## src/rtl/kypd_scanner.sv

```systemverilog
// kypd_scanner: matrix keypad scanner with debounce, ghost rejection and event FIFO.
// Define KYPD_AUTOREPEAT_EN to add held-key auto-repeat events.
module kypd_scanner #(
  parameter int ROWS = 4,
  parameter int COLS = 4,
  parameter int SCAN_DIV = 100000,
  parameter int DEBOUNCE_SCANS = 3,
  parameter int FIFO_DEPTH = 4,
  parameter int REPEAT_DELAY = 50,
  parameter int REPEAT_RATE = 10,
  localparam int CW = $clog2(ROWS*COLS)
) (
  input  logic            clk,
  input  logic            rst_n,
  output logic [COLS-1:0] col_n,
  input  logic [ROWS-1:0] row_n,
  output logic            key_valid,
  output logic [CW-1:0]   key_code,
  input  logic            key_ready,
  output logic            key_held,
  output logic            overflow
);
  localparam int XW = $clog2(COLS);
  localparam int SW = $clog2(SCAN_DIV);
  localparam int AW = $clog2(FIFO_DEPTH);
  localparam logic [3:0] DB = 4'(DEBOUNCE_SCANS);
  logic            act_q;
  logic [XW-1:0]   col_q;
  logic [SW-1:0]   div_q;
  logic [ROWS-1:0] s1_q, s2_q;
  logic [1:0]      acc_n_q, hits;
  logic [CW-1:0]   acc_k_q, code;
  logic            cand_key_q, held_q;
  logic [CW-1:0]   cand_code_q, held_code_q;
  logic [3:0]      dcnt_q, dcnt_d;
  logic [CW-1:0]   mem_q [FIFO_DEPTH];
  logic [AW:0]     wr_q, rd_q;
  logic            ovf_q;
  logic dwell_end, frame_end, frm_key, frm_multi, same, settle, press;
  logic push, pop, full, empty, wr_en;
  logic [CW-1:0] push_code;
  assign dwell_end = act_q && div_q == SW'(SCAN_DIV-1);
  assign frame_end = dwell_end && col_q == XW'(COLS-1);
  // Hit count saturates at 2: anything beyond one contact is a ghost-prone MULTI frame.
  always_comb begin
    hits = acc_n_q;
    code = acc_k_q;
    for (int r = 0; r < ROWS; r++)
      if (!s2_q[r]) begin
        hits = (hits == 2'd2) ? 2'd2 : hits + 2'd1;
        code = CW'(r*COLS + int'(col_q));
      end
  end
  assign frm_multi = hits == 2'd2;
  assign frm_key   = hits == 2'd1;
  assign same      = (frm_key == cand_key_q) && (!frm_key || code == cand_code_q);
  assign dcnt_d    = frm_multi ? 4'd0 : same ? (dcnt_q == DB ? dcnt_q : dcnt_q + 4'd1) : 4'd1;
  assign settle    = frame_end && !frm_multi && dcnt_d == DB;
  assign press     = settle && frm_key && (!held_q || code != held_code_q);
`ifdef KYPD_AUTOREPEAT_EN
  localparam int RW = $clog2(REPEAT_DELAY + REPEAT_RATE + 1);
  logic [RW-1:0] rep_cnt_q, rep_cnt_d;
  logic rep_first_q, change, rep_hit;
  assign change    = settle && (frm_key != held_q || (frm_key && code != held_code_q));
  assign rep_cnt_d = rep_cnt_q + RW'(1);
  assign rep_hit   = frame_end && held_q && !change &&
                     rep_cnt_d == (rep_first_q ? RW'(REPEAT_DELAY) : RW'(REPEAT_RATE));
  assign push      = press || rep_hit;
  assign push_code = press ? code : held_code_q;
  always_ff @(posedge clk)
    if (!rst_n || change) begin
      rep_cnt_q   <= '0;
      rep_first_q <= 1'b1;
    end else if (frame_end && held_q) begin
      rep_cnt_q   <= rep_hit ? '0 : rep_cnt_d;
      rep_first_q <= rep_first_q && !rep_hit;
    end
`else
  assign push      = press;
  assign push_code = code;
`endif
  assign empty     = wr_q == rd_q;
  assign full      = (wr_q ^ rd_q) == {1'b1, AW'(0)};
  assign pop       = !empty && key_ready;
  assign wr_en     = push && (!full || pop);
  assign col_n     = act_q ? ~(COLS'(1) << col_q) : '1;
  assign key_valid = !empty;
  assign key_code  = mem_q[rd_q[AW-1:0]];
  assign key_held  = held_q;
  assign overflow  = ovf_q;
  always_ff @(posedge clk)
    if (!rst_n) begin
      act_q       <= 1'b0;
      col_q       <= '0;
      div_q       <= '0;
      s1_q        <= '1;
      s2_q        <= '1;
      acc_n_q     <= '0;
      acc_k_q     <= '0;
      cand_key_q  <= 1'b0;
      cand_code_q <= '0;
      dcnt_q      <= '0;
      held_q      <= 1'b0;
      held_code_q <= '0;
      wr_q        <= '0;
      rd_q        <= '0;
      ovf_q       <= 1'b0;
      for (int i = 0; i < FIFO_DEPTH; i++) mem_q[i] <= '0;
    end else begin
      act_q <= 1'b1;
      s1_q  <= row_n;
      s2_q  <= s1_q;
      if (act_q) div_q <= dwell_end ? '0 : div_q + SW'(1);
      if (dwell_end) begin
        col_q   <= frame_end ? '0 : col_q + XW'(1);
        acc_n_q <= frame_end ? 2'd0 : hits;
        acc_k_q <= code;
      end
      if (frame_end) begin
        dcnt_q <= dcnt_d;
        if (!frm_multi && !same) begin
          cand_key_q  <= frm_key;
          cand_code_q <= code;
        end
      end
      if (settle) begin
        held_q      <= frm_key;
        held_code_q <= code;
      end
      if (wr_en) begin
        mem_q[wr_q[AW-1:0]] <= push_code;
        wr_q <= wr_q + 1'b1;
      end
      if (pop) rd_q <= rd_q + 1'b1;
      if (push && full && !pop) ovf_q <= 1'b1;
    end
endmodule
```

## config.mk

```make
export PLATFORM = sky130hd
export DESIGN_NAME = kypd_scanner
export DESIGN_NICKNAME = d
export VERILOG_FILES = /design/src/rtl/kypd_scanner.sv
export SDC_FILE = /design/constraint.sdc
export NUM_CORES = 1
export LEC_CHECK = 0
export ABC_CLOCK_PERIOD_IN_PS = 11900
export CAP_MARGIN = 30
export CORE_UTILIZATION = 50
export DETAILED_ROUTE_END_ITERATION = 10
export GPL_ROUTABILITY_DRIVEN = 0
export PLACE_DENSITY = 0.68
export SLEW_MARGIN = 20
export SYNTH_ARGS = -nofsm -noshare
export SYNTH_HDL_FRONTEND = slang
export SYNTH_SLANG_ARGS = --single-unit
export TNS_END_PERCENT = 1
```

## constraint.sdc

```tcl
create_clock -name clk -period 11.9 [get_ports clk]
set_clock_uncertainty 0.15 [all_clocks]
set_input_delay 2.38 -clock clk [delete_from_list [all_inputs] [get_ports clk]]
set_output_delay 2.38 -clock clk [all_outputs]
set_load 0.005 [all_outputs]
```

==> impl_metrics.yaml <==
outcome:
  outcome: "completed"
finish:
  n_antenna_cell: 0
  layout_common_cells: "sky130_fd_sc_hd__dfxtp_1 (57), sky130_fd_sc_hd__nor2_1 (43), sky130_fd_sc_hd__nand2_1 (28)"
  final_core_util_pct: 57.1
  final_net_count: 419
  drive_gt1_share_pct: 8.87
  layout_commonest_cell: "sky130_fd_sc_hd__dfxtp_1"
  layout-area-overhead-vs-synth_pct: 10.9
global_route:
  grt_first_pass_wirelength_um: 11500
  overflow: 0
  antenna_found_initial: 0
  largest_net_degree_at_the_start_of_global_routing: 32
  groute.usage.overall_pct: 19.6
  number_of_global_route_vias_before_repair: 2564
pwr:
  overall_power_of_the_completed_layout_w: 0.000491
  cellPowerDensity_nw_per_um2: 118
  p_leak_nw: 1.41
  ir_worst_vdd_mv: 0.0610
sta:
  unrepaired_setup_endpoints_after_global_routing: "no"
  setup-violations-final: 0
  fmax_mhz: 211
  timing_hold_violations_final: 0
  timing.setup.tns_ns: 0
  worst-slew-pin-transition_ns: 0.895
  slew_violations: 0
  period_needed_ns: 4.73
  maxSlewHeadroom_pct: 40.2
  min_period_over_period_pct: 39.8
yosys:
  synth_top_family_by_area: "simple AND/OR/NAND/NOR gates"
  synth_warnings: 0
  synthSimpleGateAreaFrac_pct: 23.4
  synth_ff_type: "sky130_fd_sc_hd__dfxtp_1"
  netlist_instances: 392
  synthArstFlopShare_pct: 0
  area_share_of_the_largest_cell_type_after_synthesis_pct: 30.5
  synth.distinct_cells: 53
  yosysSeqAreaShare_pct: 43.4
  synth_compound_area_share_pct: 12.1
  net_count_of_the_mapped_netlist: 410
  ys_ff_latch: 73
  synth-edff-count: 16
  netlist_top_cells_area: "sky130_fd_sc_hd__dfxtp_1 (31%), sky130_fd_sc_hd__edfxtp_1 (13%), sky130_fd_sc_hd__nor2_1 (4.3%)"
  post_synth_mux_area_share_pct: 5.59
  synth.cell_area_um2: 3740
  yosysTopAreaCell: "sky130_fd_sc_hd__dfxtp_1"
  yosys.area_share.xor_xnor_pct: 7.77
  synth-adder-area-share_pct: 3.68
  synth.avg_cell_area_um2: 9.53
routing:
  first_iter_violations: 111
  post_dr_vias_cell: 5.33
  drt-pass1-iter-count: 4
  wirelength_um: 6760
  detail_route.drc_violations: 0
  dr_total_vias: 2692
  post_drt_wl_per_cell_um: 13.4
  drtAntennaViolNets: 0
clocking:
  clock_latency_ns: 0.35
  postCtsHoldBufs: 0
  clkTransAtPathRegs_ns: 0.07
  cts_buffer_depth: 2
  cts_buffers: 9
  clock_tree.htree_level_count: 3
  cts_resized: 0
  cts_tree: "built"
  cts.sinks: 73
  clock_tree.root_cell: "sky130_fd_sc_hd__clkbuf_8"
  post-cts-setup-buffer-count: 0
floorplanning:
  start_util_pct: 51.5
  dieHeight_um: 88.4
  placement_rows: 31
  die_span_in_x_um: 88.4
  io-pin-count: 18
  design.core.area_um2: 7250
  total_die_area_um2: 7820
setup_path:
  reg2reg_from: "acc_n_q[1]"
  critical_path.max_fanout: 31
  required_ns: 11.94
  worst-endpoint-arrival_ns: 4.77
  kind_of_capture_point_of_the_worst_setup_path: "register"
  rr_endpoint: "mem_q[0][3]"
  reg2regPathDepth: 12
  timing.setup.critical_path_class: "in2reg"
  crit_path_start_kind: "primary input"
  rrSetupSlack_ns: 7.58
run:
  max_cap_viol_count: 0
place:
  dp.final_hpwl_um: 4870
  place.port_buffers: 17
hold_path:
  timing.hold.worst_path_depth: 1
  hold-path-endpoint: "s2_q[1]"
  worst_hold_startpoint: "s1_q[1]"
  hold_path.class: "reg2reg"
==> metal layers <==
| layer | share of wire [%] | track usage, % |
|---|---|---|
| met5 | 0 | 0 |
| met4 | 1.2 | 6.16 |
| met3 | 3.1 | 5.88 |
| met2 | 48 | 33.1 |
| met1 | 48 | 24.0 |
==> stage by stage <==
stage               hold WS, ns  cells  instance area, µm²  worst slack [ns]
floorplan                 0.236    392                3740              8.06
global placement          0.239    489                3940              6.79
detailed placement        0.249    489                3940              6.79
CTS                       0.266    505                4140              7.15
global route              0.277    505                4140              6.88
finish                    0.263    505                4140              7.17
==> worst max-delay path, stage by stage <==
cell,delay [ns]
sky130_fd_sc_hd__clkdlybuf4s50_1,1.02
sky130_fd_sc_hd__inv_1,0.66
sky130_fd_sc_hd__or3_1,0.55
sky130_fd_sc_hd__nor3_1,0.16
==> cell usage after synthesis (all sizes together) (2+ instances only) <==
library cell,count
a211oi,11
a21oi,19
and2,6
and3,4
and4,3
buf,10
clkbuf,10
dfxtp,57
edfxtp,16
ha,11
inv,13
mux2,2
mux2i,8
mux4,4
nand2,28
nand2b,13
nand3,15
nand3b,3
nand4,8
nor2,44
nor2b,6
nor3,24
nor4b,3
o21a,7
o21ai,9
o21bai,2
o311a,4
o31ai,3
or2,3
or3,4
or4,2
xnor2,16
xor2,15
==> how the worst max path moves through the flow <==
stage,end,slack (ns),depth (start not counted),startpoint
after floorplan,mem_q[3][0],8.06,5,key_ready
after global placement,mem_q[0][1],6.79,4,rst_n
after detailed placement,mem_q[0][0],6.79,4,rst_n
after CTS,mem_q[0][0],7.15,4,rst_n
after global routing,mem_q[0][0],6.88,4,rst_n
final,mem_q[0][1],7.17,4,rst_n
==> power breakdown <==
| part | total [W] | switching, W | leakage, nW | internal [W] |
|---|---|---|---|---|
| sequential | 0.000261 | 0.00000370 | 0.613 | 0.000257 |
| combinational | 0.0000283 | 0.0000159 | 0.688 | 0.0000123 |
| clock | 0.000202 | 0.0000877 | 0.107 | 0.000114 |
| total | 0.000491 | 0.000107 | 1.41 | 0.000384 |
==> flip-flops by register name, summed over array words and instances (netlist names), 4 cells and up, named ones only <==
signal,flops
cand_code_q,4
s2_q,4
held_code_q,4
dcnt_q,4
s1_q,4
acc_k_q,4
mem_q,16
div_q,17
==> area by class of cell <==
cell class                 instances  area (µm²)
inverter                          13        48.8
timing repair buffer              18         178
tap                               99         124
multi-input combinational        286        1960
fill                             683        3110
clock buffer                      14         173
sequential                        73        1620
clock inverter                     2        35.0
==> cells by family after synthesis <==
logic type / count (synthesis)
AO/OA/AOI/OAI: 62
flip-flops: 73
buffers and inverters: 33
adder cells (fa/ha/maj): 11
XOR/XNOR: 31
multiplexers: 14
AND/OR/NAND/NOR: 168
No activity file was read; power rests on OpenSTA's default activity.
